--- src/rtl/adder_share_arb_if.sv ---
// Handshake bundle between the requesters / result consumer and the shared
// adder arbiter (adder_share_arb).
//
// Handshake semantics (both channels): a beat transfers on a rising clk edge
// where valid and ready are both 1. A requester may raise or drop req_valid
// freely; its operands are consumed only on the edge where it is granted
// (req_ready bit set). The result channel holds resp_* stable while
// resp_valid=1 and resp_ready=0.
interface adder_share_arb_if #(
    parameter int NREQ = 4,
    parameter int IDW  = 2
);
    logic [NREQ-1:0]    req_valid;
    logic [NREQ-1:0]    req_ready;
    logic [32*NREQ-1:0] req_a;
    logic [32*NREQ-1:0] req_b;
    logic [NREQ-1:0]    req_cin;
    logic [NREQ-1:0]    req_sub;
    logic               resp_valid;
    logic               resp_ready;
    logic [31:0]        resp_sum;
    logic               resp_cout;
    logic               resp_ovf;
    logic [IDW-1:0]     resp_id;

    // Requester/consumer side
    modport master (
        output req_valid, req_a, req_b, req_cin, req_sub, resp_ready,
        input  req_ready, resp_valid, resp_sum, resp_cout, resp_ovf, resp_id
    );

    // Arbiter side
    modport slave (
        input  req_valid, req_a, req_b, req_cin, req_sub, resp_ready,
        output req_ready, resp_valid, resp_sum, resp_cout, resp_ovf, resp_id
    );
endinterface

--- src/rtl/adder_share_arb.sv ---
// Round-robin arbiter sharing one 32-bit carry-lookahead adder among NREQ
// requesters. The winner's operands go through the adder in the grant cycle
// and the result lands in a single-entry output register tagged with the
// requester id. A drain and a new accept may happen on the same edge, so the
// block sustains one result per cycle.
//
// Optional feature: define ADDER_SHARE_SUB_EN to honour req_sub (a - b as
// a + ~b + 1). Without it req_sub is ignored but the port stays in place.
// IDW must satisfy 2**IDW >= NREQ.

// 32-bit adder built from 4-bit lookahead groups chained group to group.
module cla32 (
    input  logic [31:0] a,
    input  logic [31:0] b,
    input  logic        cin,
    output logic [31:0] sum,
    output logic        cout
);
    logic [31:0] g;
    logic [31:0] p;
    logic [32:0] c;

    assign g = a & b;
    assign p = a ^ b;

    // Carry lookahead inside each 4-bit group; group carry feeds the next group.
    always_comb begin
        c    = '0;
        c[0] = cin;
        for (int k = 0; k < 8; k++) begin
            c[4*k+1] = g[4*k] | (p[4*k] & c[4*k]);
            c[4*k+2] = g[4*k+1] | (p[4*k+1] & g[4*k])
                     | (p[4*k+1] & p[4*k] & c[4*k]);
            c[4*k+3] = g[4*k+2] | (p[4*k+2] & g[4*k+1])
                     | (p[4*k+2] & p[4*k+1] & g[4*k])
                     | (p[4*k+2] & p[4*k+1] & p[4*k] & c[4*k]);
            c[4*k+4] = g[4*k+3] | (p[4*k+3] & g[4*k+2])
                     | (p[4*k+3] & p[4*k+2] & g[4*k+1])
                     | (p[4*k+3] & p[4*k+2] & p[4*k+1] & g[4*k])
                     | (p[4*k+3] & p[4*k+2] & p[4*k+1] & p[4*k] & c[4*k]);
        end
    end

    assign sum  = p ^ c[31:0];
    assign cout = c[32];
endmodule

module adder_share_arb #(
    parameter int NREQ = 4,
    parameter int IDW  = 2
) (
    input  logic             clk,
    input  logic             rst_n,
    adder_share_arb_if.slave bus
);
    logic [IDW-1:0] rr_ptr;
    logic           out_valid;
    logic [31:0]    out_sum;
    logic           out_cout;
    logic           out_ovf;
    logic [IDW-1:0] out_id;

    logic           slot_free;
    logic           gnt_any;
    logic [IDW-1:0] gnt_idx;
    logic [NREQ-1:0] gnt_onehot;

    logic [31:0]    op_a;
    logic [31:0]    op_b;
    logic           op_sub;
    logic           op_cin;
    logic [31:0]    b_eff;
    logic           cin_eff;
    logic [31:0]    add_sum;
    logic           add_cout;
    logic           add_ovf;

    // The output slot can take a new result if empty or being drained now.
    assign slot_free = !out_valid || bus.resp_ready;

    // First valid requester at or after rr_ptr (modulo NREQ) wins the slot.
    always_comb begin
        int idx;
        gnt_any = 1'b0;
        gnt_idx = '0;
        idx     = 0;
        for (int k = 0; k < NREQ; k++) begin
            idx = int'(rr_ptr) + k;
            if (idx >= NREQ) begin
                idx = idx - NREQ;
            end
            if (!gnt_any && rst_n && slot_free && bus.req_valid[idx]) begin
                gnt_any = 1'b1;
                gnt_idx = IDW'(idx);
            end
        end
    end

    assign gnt_onehot    = gnt_any ? (NREQ'(1) << gnt_idx) : '0;
    assign bus.req_ready = gnt_onehot;

    // Winner's operands feed the single shared adder.
    assign op_a   = bus.req_a[32*int'(gnt_idx) +: 32];
    assign op_b   = bus.req_b[32*int'(gnt_idx) +: 32];
    assign op_cin = bus.req_cin[gnt_idx];
    assign op_sub = bus.req_sub[gnt_idx];

`ifdef ADDER_SHARE_SUB_EN
    // Subtract as a + ~b + 1; cout then reads as not-borrow.
    assign b_eff   = op_sub ? ~op_b : op_b;
    assign cin_eff = op_sub ? 1'b1 : op_cin;
`else
    logic unused_sub;
    assign unused_sub = op_sub ^ (^bus.req_sub);
    assign b_eff      = op_b;
    assign cin_eff    = op_cin;
`endif

    cla32 u_cla32 (
        .a    (op_a),
        .b    (b_eff),
        .cin  (cin_eff),
        .sum  (add_sum),
        .cout (add_cout)
    );

    assign add_ovf = (op_a[31] == b_eff[31]) && (add_sum[31] != op_a[31]);

    // Output register and round-robin pointer: load on grant, clear on bare drain.
    always_ff @(posedge clk) begin
        if (!rst_n) begin
            out_valid <= 1'b0;
            out_sum   <= '0;
            out_cout  <= 1'b0;
            out_ovf   <= 1'b0;
            out_id    <= '0;
            rr_ptr    <= '0;
        end else if (gnt_any) begin
            out_valid <= 1'b1;
            out_sum   <= add_sum;
            out_cout  <= add_cout;
            out_ovf   <= add_ovf;
            out_id    <= gnt_idx;
            rr_ptr    <= (gnt_idx == IDW'(NREQ - 1)) ? '0 : gnt_idx + IDW'(1);
        end else if (out_valid && bus.resp_ready) begin
            out_valid <= 1'b0;
        end
    end

    assign bus.resp_valid = out_valid;
    assign bus.resp_sum   = out_sum;
    assign bus.resp_cout  = out_cout;
    assign bus.resp_ovf   = out_ovf;
    assign bus.resp_id    = out_id;
endmodule

--- src/flat_wrapper.sv ---
// flat-port wrapper written by rule: the top's interface ports become plain ports
module adder_share_arb_flat 
#(
    parameter int NREQ = 4,
    parameter int IDW  = 2
)
  (clk, rst_n, bus_req_valid, bus_req_a, bus_req_b, bus_req_cin, bus_req_sub, bus_resp_ready, bus_req_ready, bus_resp_valid, bus_resp_sum, bus_resp_cout, bus_resp_ovf, bus_resp_id);
  adder_share_arb_if #(.NREQ(NREQ), .IDW(IDW)) bus_i ();
  input  logic clk;
  input  logic rst_n;
  input wire logic [$bits(bus_i.req_valid)-1:0] bus_req_valid;
  input wire logic [$bits(bus_i.req_a)-1:0] bus_req_a;
  input wire logic [$bits(bus_i.req_b)-1:0] bus_req_b;
  input wire logic [$bits(bus_i.req_cin)-1:0] bus_req_cin;
  input wire logic [$bits(bus_i.req_sub)-1:0] bus_req_sub;
  input wire logic [$bits(bus_i.resp_ready)-1:0] bus_resp_ready;
  output wire logic [$bits(bus_i.req_ready)-1:0] bus_req_ready;
  output wire logic [$bits(bus_i.resp_valid)-1:0] bus_resp_valid;
  output wire logic [$bits(bus_i.resp_sum)-1:0] bus_resp_sum;
  output wire logic [$bits(bus_i.resp_cout)-1:0] bus_resp_cout;
  output wire logic [$bits(bus_i.resp_ovf)-1:0] bus_resp_ovf;
  output wire logic [$bits(bus_i.resp_id)-1:0] bus_resp_id;
  assign bus_i.req_valid = bus_req_valid;
  assign bus_i.req_a = bus_req_a;
  assign bus_i.req_b = bus_req_b;
  assign bus_i.req_cin = bus_req_cin;
  assign bus_i.req_sub = bus_req_sub;
  assign bus_i.resp_ready = bus_resp_ready;
  assign bus_req_ready = bus_i.req_ready;
  assign bus_resp_valid = bus_i.resp_valid;
  assign bus_resp_sum = bus_i.resp_sum;
  assign bus_resp_cout = bus_i.resp_cout;
  assign bus_resp_ovf = bus_i.resp_ovf;
  assign bus_resp_id = bus_i.resp_id;
  adder_share_arb #(.NREQ(NREQ), .IDW(IDW)) u_core (.clk(clk), .rst_n(rst_n), .bus(bus_i));
endmodule
--- config.mk ---
export PLATFORM = sky130hd
export DESIGN_NAME = adder_share_arb_flat
export DESIGN_NICKNAME = d
export VERILOG_FILES = /design/src/rtl/adder_share_arb_if.sv /design/src/rtl/adder_share_arb.sv /design/src/flat_wrapper.sv
export SDC_FILE = /design/constraint.sdc
export NUM_CORES = 1
export LEC_CHECK = 0
export ABC_AREA = 1
export BUFFER_PORTS_ARGS = -buffer_cell sky130_fd_sc_hd__buf_2
export CAP_MARGIN = 0
export CORE_MARGIN = 10
export CORE_UTILIZATION = 48
export DETAILED_ROUTE_END_ITERATION = 10
export PLACE_DENSITY_LB_ADDON = 0.15
export SETUP_SLACK_MARGIN = 0.05
export SYNTH_ARGS = -nofsm -noshare
export SYNTH_HDL_FRONTEND = slang
export SYNTH_SLANG_ARGS = --single-unit
--- constraint.sdc ---
create_clock -name clk -period 9.5 [get_ports clk]
set_clock_uncertainty 0.1 [all_clocks]
set_input_delay 0.95 -clock clk [delete_from_list [all_inputs] [get_ports clk]]
set_output_delay 0.95 -clock clk [all_outputs]
set_load 0.02 [all_outputs]
### Yosys cells after proc, flatten, opt, wreduce, memory -nomap -nowiden

Cells that the tools add are included.

* multiplexer cells: 30
* bitwise operators: 211
* shifts and indexed selects: 3
* reductions and logical operators: 19
* add/subtract/negate cells: 8
* magnitude comparators: 9
* equality and inequality tests: 3

Operator list (count)
* variable part select 128 x 8 -> 32 bit: 2
* bitwise AND 1 bit: 128
* less-than comparator 32 x 4 -> 1 bit, second input constant: 4
* 2-to-1 mux 32 bit: 4
* >= comparator 32 x 4 -> 1 bit, second input constant: 3
* subtractor 32 x 4 -> 32 bit, second input constant: 3
* OR 1 bit: 80
* XOR 32 bit: 2
* bitwise AND 32 bit: 1
* 2-to-1 mux 1 bit: 15
* logical AND 1 bit: 13
* binary-select mux 1 bit (select 2 bit): 5
* 2-to-1 mux 2 bit: 5
* adder 2 x 2 -> 3 bit, second input constant: 2
* zero test 1 bit: 4
* 2-to-1 mux 4 bit: 1
* << shifter 1 x 2 -> 4 bit, first input constant: 1
* subtractor 2 x 3 -> 4 bit, second input constant: 1
* adder 2 x 1 -> 3 bit, second input constant: 1
* >= comparator 2 x 3 -> 1 bit, second input constant: 1
* less-than comparator 2 x 3 -> 1 bit, second input constant: 1
* adder 2 x 1 -> 2 bit, second input constant: 1
* == test 2 bit, second input constant: 1
* nonzero test 2 bit: 1
* other kinds (3): 3

* output and inout bits: 41
* flip-flop bits (word level): 39
* word-level logic and storage cells: 289
* bits of input ports: 271

### Longest topological paths before layout

* depth in word-level cells: 46
* mapped depth: 39
* mapped depth without buffers: 36

### Hierarchy

A second synthesis with hierarchy kept.

* cell total of the unflattened synthesis: 956
* area total of the unflattened synthesis: 5530.3 um^2

By module, submodules not included
* adder_share_arb: seq. area each 780.7 um^2, cells an instance 771, instances 1, area an instance 4171.5 um^2
* cla32: seq. area each 0.0 um^2, cells an instance 185, instances 1, area an instance 1358.8 um^2

### Least setup slack after synthesis

OpenSTA, ideal clock, no wires.

* path kind: in2reg
* start point: input rst_n
* end point: register u_core.out_sum[29], in the netlist u_core.bus.resp_sum[29]
* data required time: 9.330 ns
* path slack: 4.585 ns
* library setup time: 0.070 ns
* stages on the path: 32
* buffers on the path: 3
* arrival: 4.745 ns
* path through: inv_2 -> nor2_2 -> inv_1 -> nor3_4 -> nand4_1 -> nand2_2 -> buf_2 -> clkbuf_1 -> clkbuf_1 -> nor2_1 -> o22ai_1 -> ha_1 -> a21oi_1 -> o21ai_0 -> a21oi_1 -> nand2_2 -> nand2_1 -> nand2_2 -> nand2_1 -> nand2_1 -> nand2_1 -> nand2_2 -> nand2_1 -> nand2_2 -> nand2_2 -> nand2_2 -> nand2_2 -> nand2_2 -> inv_1 -> fa_1 -> xor2_1 -> a21oi_1

* longest elaborated chain between the ends: 40
* elaborated cells on any way between the ends: 108
* those cells by class: shift: 2; mux: 10; bitwise: 82; reduce/logical: 14

RTL lines
* start: declaration: RTL line flat_wrapper.sv:10 `input logic rst_n;`
* logical AND 1 bit (2 in series): RTL line adder_share_arb.sv:92 `if (!gnt_any && rst_n && slot_free && bus.req_valid[idx]) begin`
* 2-to-1 mux 1 bit: RTL line adder_share_arb.sv:92
* zero test 1 bit: RTL line adder_share_arb.sv:92
* logical AND 1 bit (3 in series): RTL line adder_share_arb.sv:92
* 2-to-1 mux 1 bit: RTL line adder_share_arb.sv:92
* zero test 1 bit: RTL line adder_share_arb.sv:92
* logical AND 1 bit (3 in series): RTL line adder_share_arb.sv:92
* 2-to-1 mux 1 bit: RTL line adder_share_arb.sv:92
* [... 19 more ...]
* OR 1 bit: RTL line adder_share_arb.sv:40 `| (p[4*k+3] & p[4*k+2] & p[4*k+1] & p[4*k] & c[4*k]);`
* bitwise AND 1 bit: RTL line adder_share_arb.sv:40
* OR 1 bit: RTL line adder_share_arb.sv:40
* bitwise AND 1 bit: RTL line adder_share_arb.sv:40
* OR 1 bit: RTL line adder_share_arb.sv:40
* bitwise AND 1 bit: RTL line adder_share_arb.sv:31 `c[4*k+1] = g[4*k] | (p[4*k] & c[4*k]);`
* OR 1 bit: RTL line adder_share_arb.sv:31
* XOR 32 bit: RTL line adder_share_arb.sv:44 `assign sum = p ^ c[31:0];`
* end signal: assignment: RTL line adder_share_arb.sv:140 `out_sum <= add_sum;`
* end: declaration: RTL line adder_share_arb.sv:58 `logic [31:0] out_sum;`

Parallel ways exist; a longest one is shown, timed or not. The select of a mux whose other input is x is not followed.
A chain may end at the register's enable or synchronous reset.

### Final worst setup path

Same ends and word-level chain as after synthesis.

==> metrics.md <==
| Metric | Value |
|---|---|
| Outcome | `complete, no violations` |
| CTS buffer count | `5` |
| Root Driver | `clkbuf_8` |
| Flop and latch count out of synthesis | `39` |
| Most frequent cells in the layout | `buf_2 (307), o21ai_0 (145), nor2_1 (139), nand2_1 (118), inv_1 (95)` |
| Tmin final | `6.08 ns` |
| Clk Latency, worst-skew pair | `0.29 ns` |
| Layout area overhead | `32.4%` |
| Initial antenna violation count | `1` |
| PwrDens | `499 nW/um^2` |
| Syn Nets | `1162` |
| Max_cap viols | `0` |
| Resized cells post-CTS | `0` |
| P_sw | `1940 uW` |
| Largest net degree at the start of global routing | `72` |
| Routed Antenna Nets | `0` |
| Max clock buf depth | `2` |
| Via count | `between 6000 and 7000` |
| Crit-path max FO | `71` |
| Finish-stage setup viols | `0` |
| Vias in the first global route | `6193` |
| Part of the power in combinational logic | `0.879` |
| Multiplexer area fraction after synthesis | `0` |
| CTS Hold Bufs | `0` |
| Mapped Area | `5050 sq um` |
| First-pass GRT wire length | `about 30000 um` |
| Slew Viols, Final | `0` |
| Yosys cell types | `37` |
| 1st-iter DRT viols | `427` |
| Clock power share | `0.042` |
| Internal power | `1400 uW` |
| Leak | `0.00374 uW` |
| Initial core utilization | `0.491` |
| Crit path DAT | `6.12 ns` |
| Final worst slack | `about 3.4 ns` |
| Final period utilization | `0.640` |
| Post-Synth Simple-Gate Area | `0.280` |
| Total core area | `slightly above 10000 sq um` |
| Ports | `~310` |
| Seq pwr share | `0.079` |
| Max Clk Rate | `164 MHz` |
| Most common cell after layout, fill and taps aside | `buf_2` |
| Slew at the pin closest to its max-slew limit | `between 0.8 and 0.9 ns` |
| Net Sw Frac | `0.580` |
| Detailed placement HPWL | `15700 um` |
| Mean Syn Cell Area | `5.96 sq um` |
| IO Port Bufs | `between 300 and 400` |
| Die Height | `123 um` |
| Worst-path clk slew | `about 0.08 ns` |
| Global Route Usage Sum | `0.238` |
| Antenna cells | `0` |
| Die Wd | `123 um` |
| IR drop worst, VDD | `0.000245 V` |
| Nets | `1426` |
| Layout cells sized above 1 | `0.326` |
| Final core utilization | `0.651` |
| Hold WC Path Type | `flop to flop` |
| WL final | `between 15000 and 20000 um` |
| CP dominant cell by count | `nand2_2` |
| Post-synthesis adder-cell area fraction | `0.121` |
| Crit end category | `flop` |
| Relative slew slack | `0.402` |
| Fillers | `1055` |
| Die Area | `around 15000 sq um` |
| Final hold vios | `0` |
| Yosys warns | `0` |
| Via density | `5.17` |
| Setup TNS | `0 ns` |
| CTS tree | `done` |
| CTS Sinks | `39` |
| GPL Wtd Cong | `0.957` |
| Worst EP required | `roughly 9.6 ns` |
| Compound-Gate Fraction of Synth Area | `0.294` |
| Hold slack | `0.374 ns` |
| Crit-path max cell delay | `0.59 ns` |
| H-tree depth | `2` |
| WL/cell | `around 16 um` |
| # DRC | `0` |
| Total congestion overflow | `0` |
| Main combinational cell family by area after synthesis | `compound AO/OA/AOI/OAI gates` |
| DP Worst Slack | `slightly above 3 ns` |
| Seq/Total Area, Yosys | `0.155` |
| Row Count | `37` |
| Kind of critical path | `input port to flop` |
| Syn Inst Count | `roughly 850` |
| CP startpoint kind | `input port` |
| FF-to-FF setup slack | `3.93 ns` |
| DRT Pass-1 Iters | `6` |
| RSZ-0062 raised after global routing | `no` |
| CP max stage cell | `buf_4` |
| Post-Synth XOR/XNOR Area | `0.0312` |
| Postcts setup bufs | `0` |
## cells by family after synthesis
kind of cell,Yosys count
buffers and inverters,155
xor gates and xnor gates,18
and+or+nand+nor,328
AOI/OAI and AO/OA,263
DFF,39
adders and majority gates,44
## path summary, 6_finish.rpt
kind / startpoint / end / cells past startpoint
worst max-delay path: rst_n / u_core.bus.resp_sum[29]$_SDFFE_PN0P_ / 33
worst min-delay path: u_core.bus.resp_ovf$_SDFFE_PN0P_ / u_core.bus.resp_ovf$_SDFFE_PN0P_ / 2
worst max register to register: u_core.rr_ptr[0]$_SDFFE_PN0P_ / u_core.bus.resp_sum[29]$_SDFFE_PN0P_ / 32
worst min register to register: u_core.bus.resp_ovf$_SDFFE_PN0P_ / u_core.bus.resp_ovf$_SDFFE_PN0P_ / 2
## cells in the mapped netlist (all sizes together)
cell	n	area [sq um]
a211oi	2	15.0
a21o	1	7.51
a21oi	33	165
a2bb2oi	1	8.76
a31oi	1	6.26
a32oi	13	114
and2	1	6.26
and3b	1	8.76
buf	9	57.6
clkbuf	45	169
clkinv	2	7.51
dfxtp	39	781
fa	8	160
ha	36	450
inv	99	372
nand2	138	573
nand3	32	185
nand4	4	25.0
nor2	142	543
nor3	1	16.3
o211ai	4	30.0
o21ai	146	734
o21bai	11	82.6
o22ai	51	319
or2	9	56.3
xnor2	2	17.5
xor2	16	140
## state kept, by name, summed over array words and instances, names as in the netlist
name,flops
u_core.rr_ptr,2
u_core.bus.resp_valid,1
u_core.bus.resp_sum,32
u_core.bus.resp_cout,1
u_core.bus.resp_id,2
u_core.bus.resp_ovf,1
## per-stage QoR
stage	instances	power (uW)	instance area, sq um
after floorplan	847	2580	5050
after detailed placement	1240	3180	6570
after global placement	1240	3140	6570
after CTS	1248	3350	6690
after global routing	1248	3770	6690
final	1248	3340	6690
## metal layers
metal,track usage,vias to the layer above,share of wire
li1,-,3347,-
met1,0.257,2811,0.39
met2,0.441,260,0.49
met3,0.0790,26,0.10
met4,0.0523,2,0.016
met5,0,-,0.00067
## power by group through the flow
stage | Combinational [uW] | Sequential (uW) | Clock, uW
finish | 2930 | 264 | 139
global route | 3340 | 271 | 151
CTS | 2940 | 264 | 143
detailed placement | 2920 | 267 | 0
global placement | 2870 | 265 | 0
floorplan | 2250 | 336 | 0
## layout make-up
cell class              count  area (sq um)  share of cell area
inverters                 101           379              0.0567
clock inverters             3          43.8             0.00655
well taps                 136           170              0.0254
multi-input cells         653          3680               0.550
flip-flops and latches     39           781               0.117
repair buffers            311          1570               0.234
clock buffers               5          68.8              0.0103
## critical path: cells and delay by family
kind            cells  cell delay (ns)
compound gates      4             0.65
xor+xnor            1             0.15
fa+ha+maj           2             0.64
buf+inv             5             1.37
simple gates       21             2.34
No activity file was read; power rests on OpenSTA's default activity.
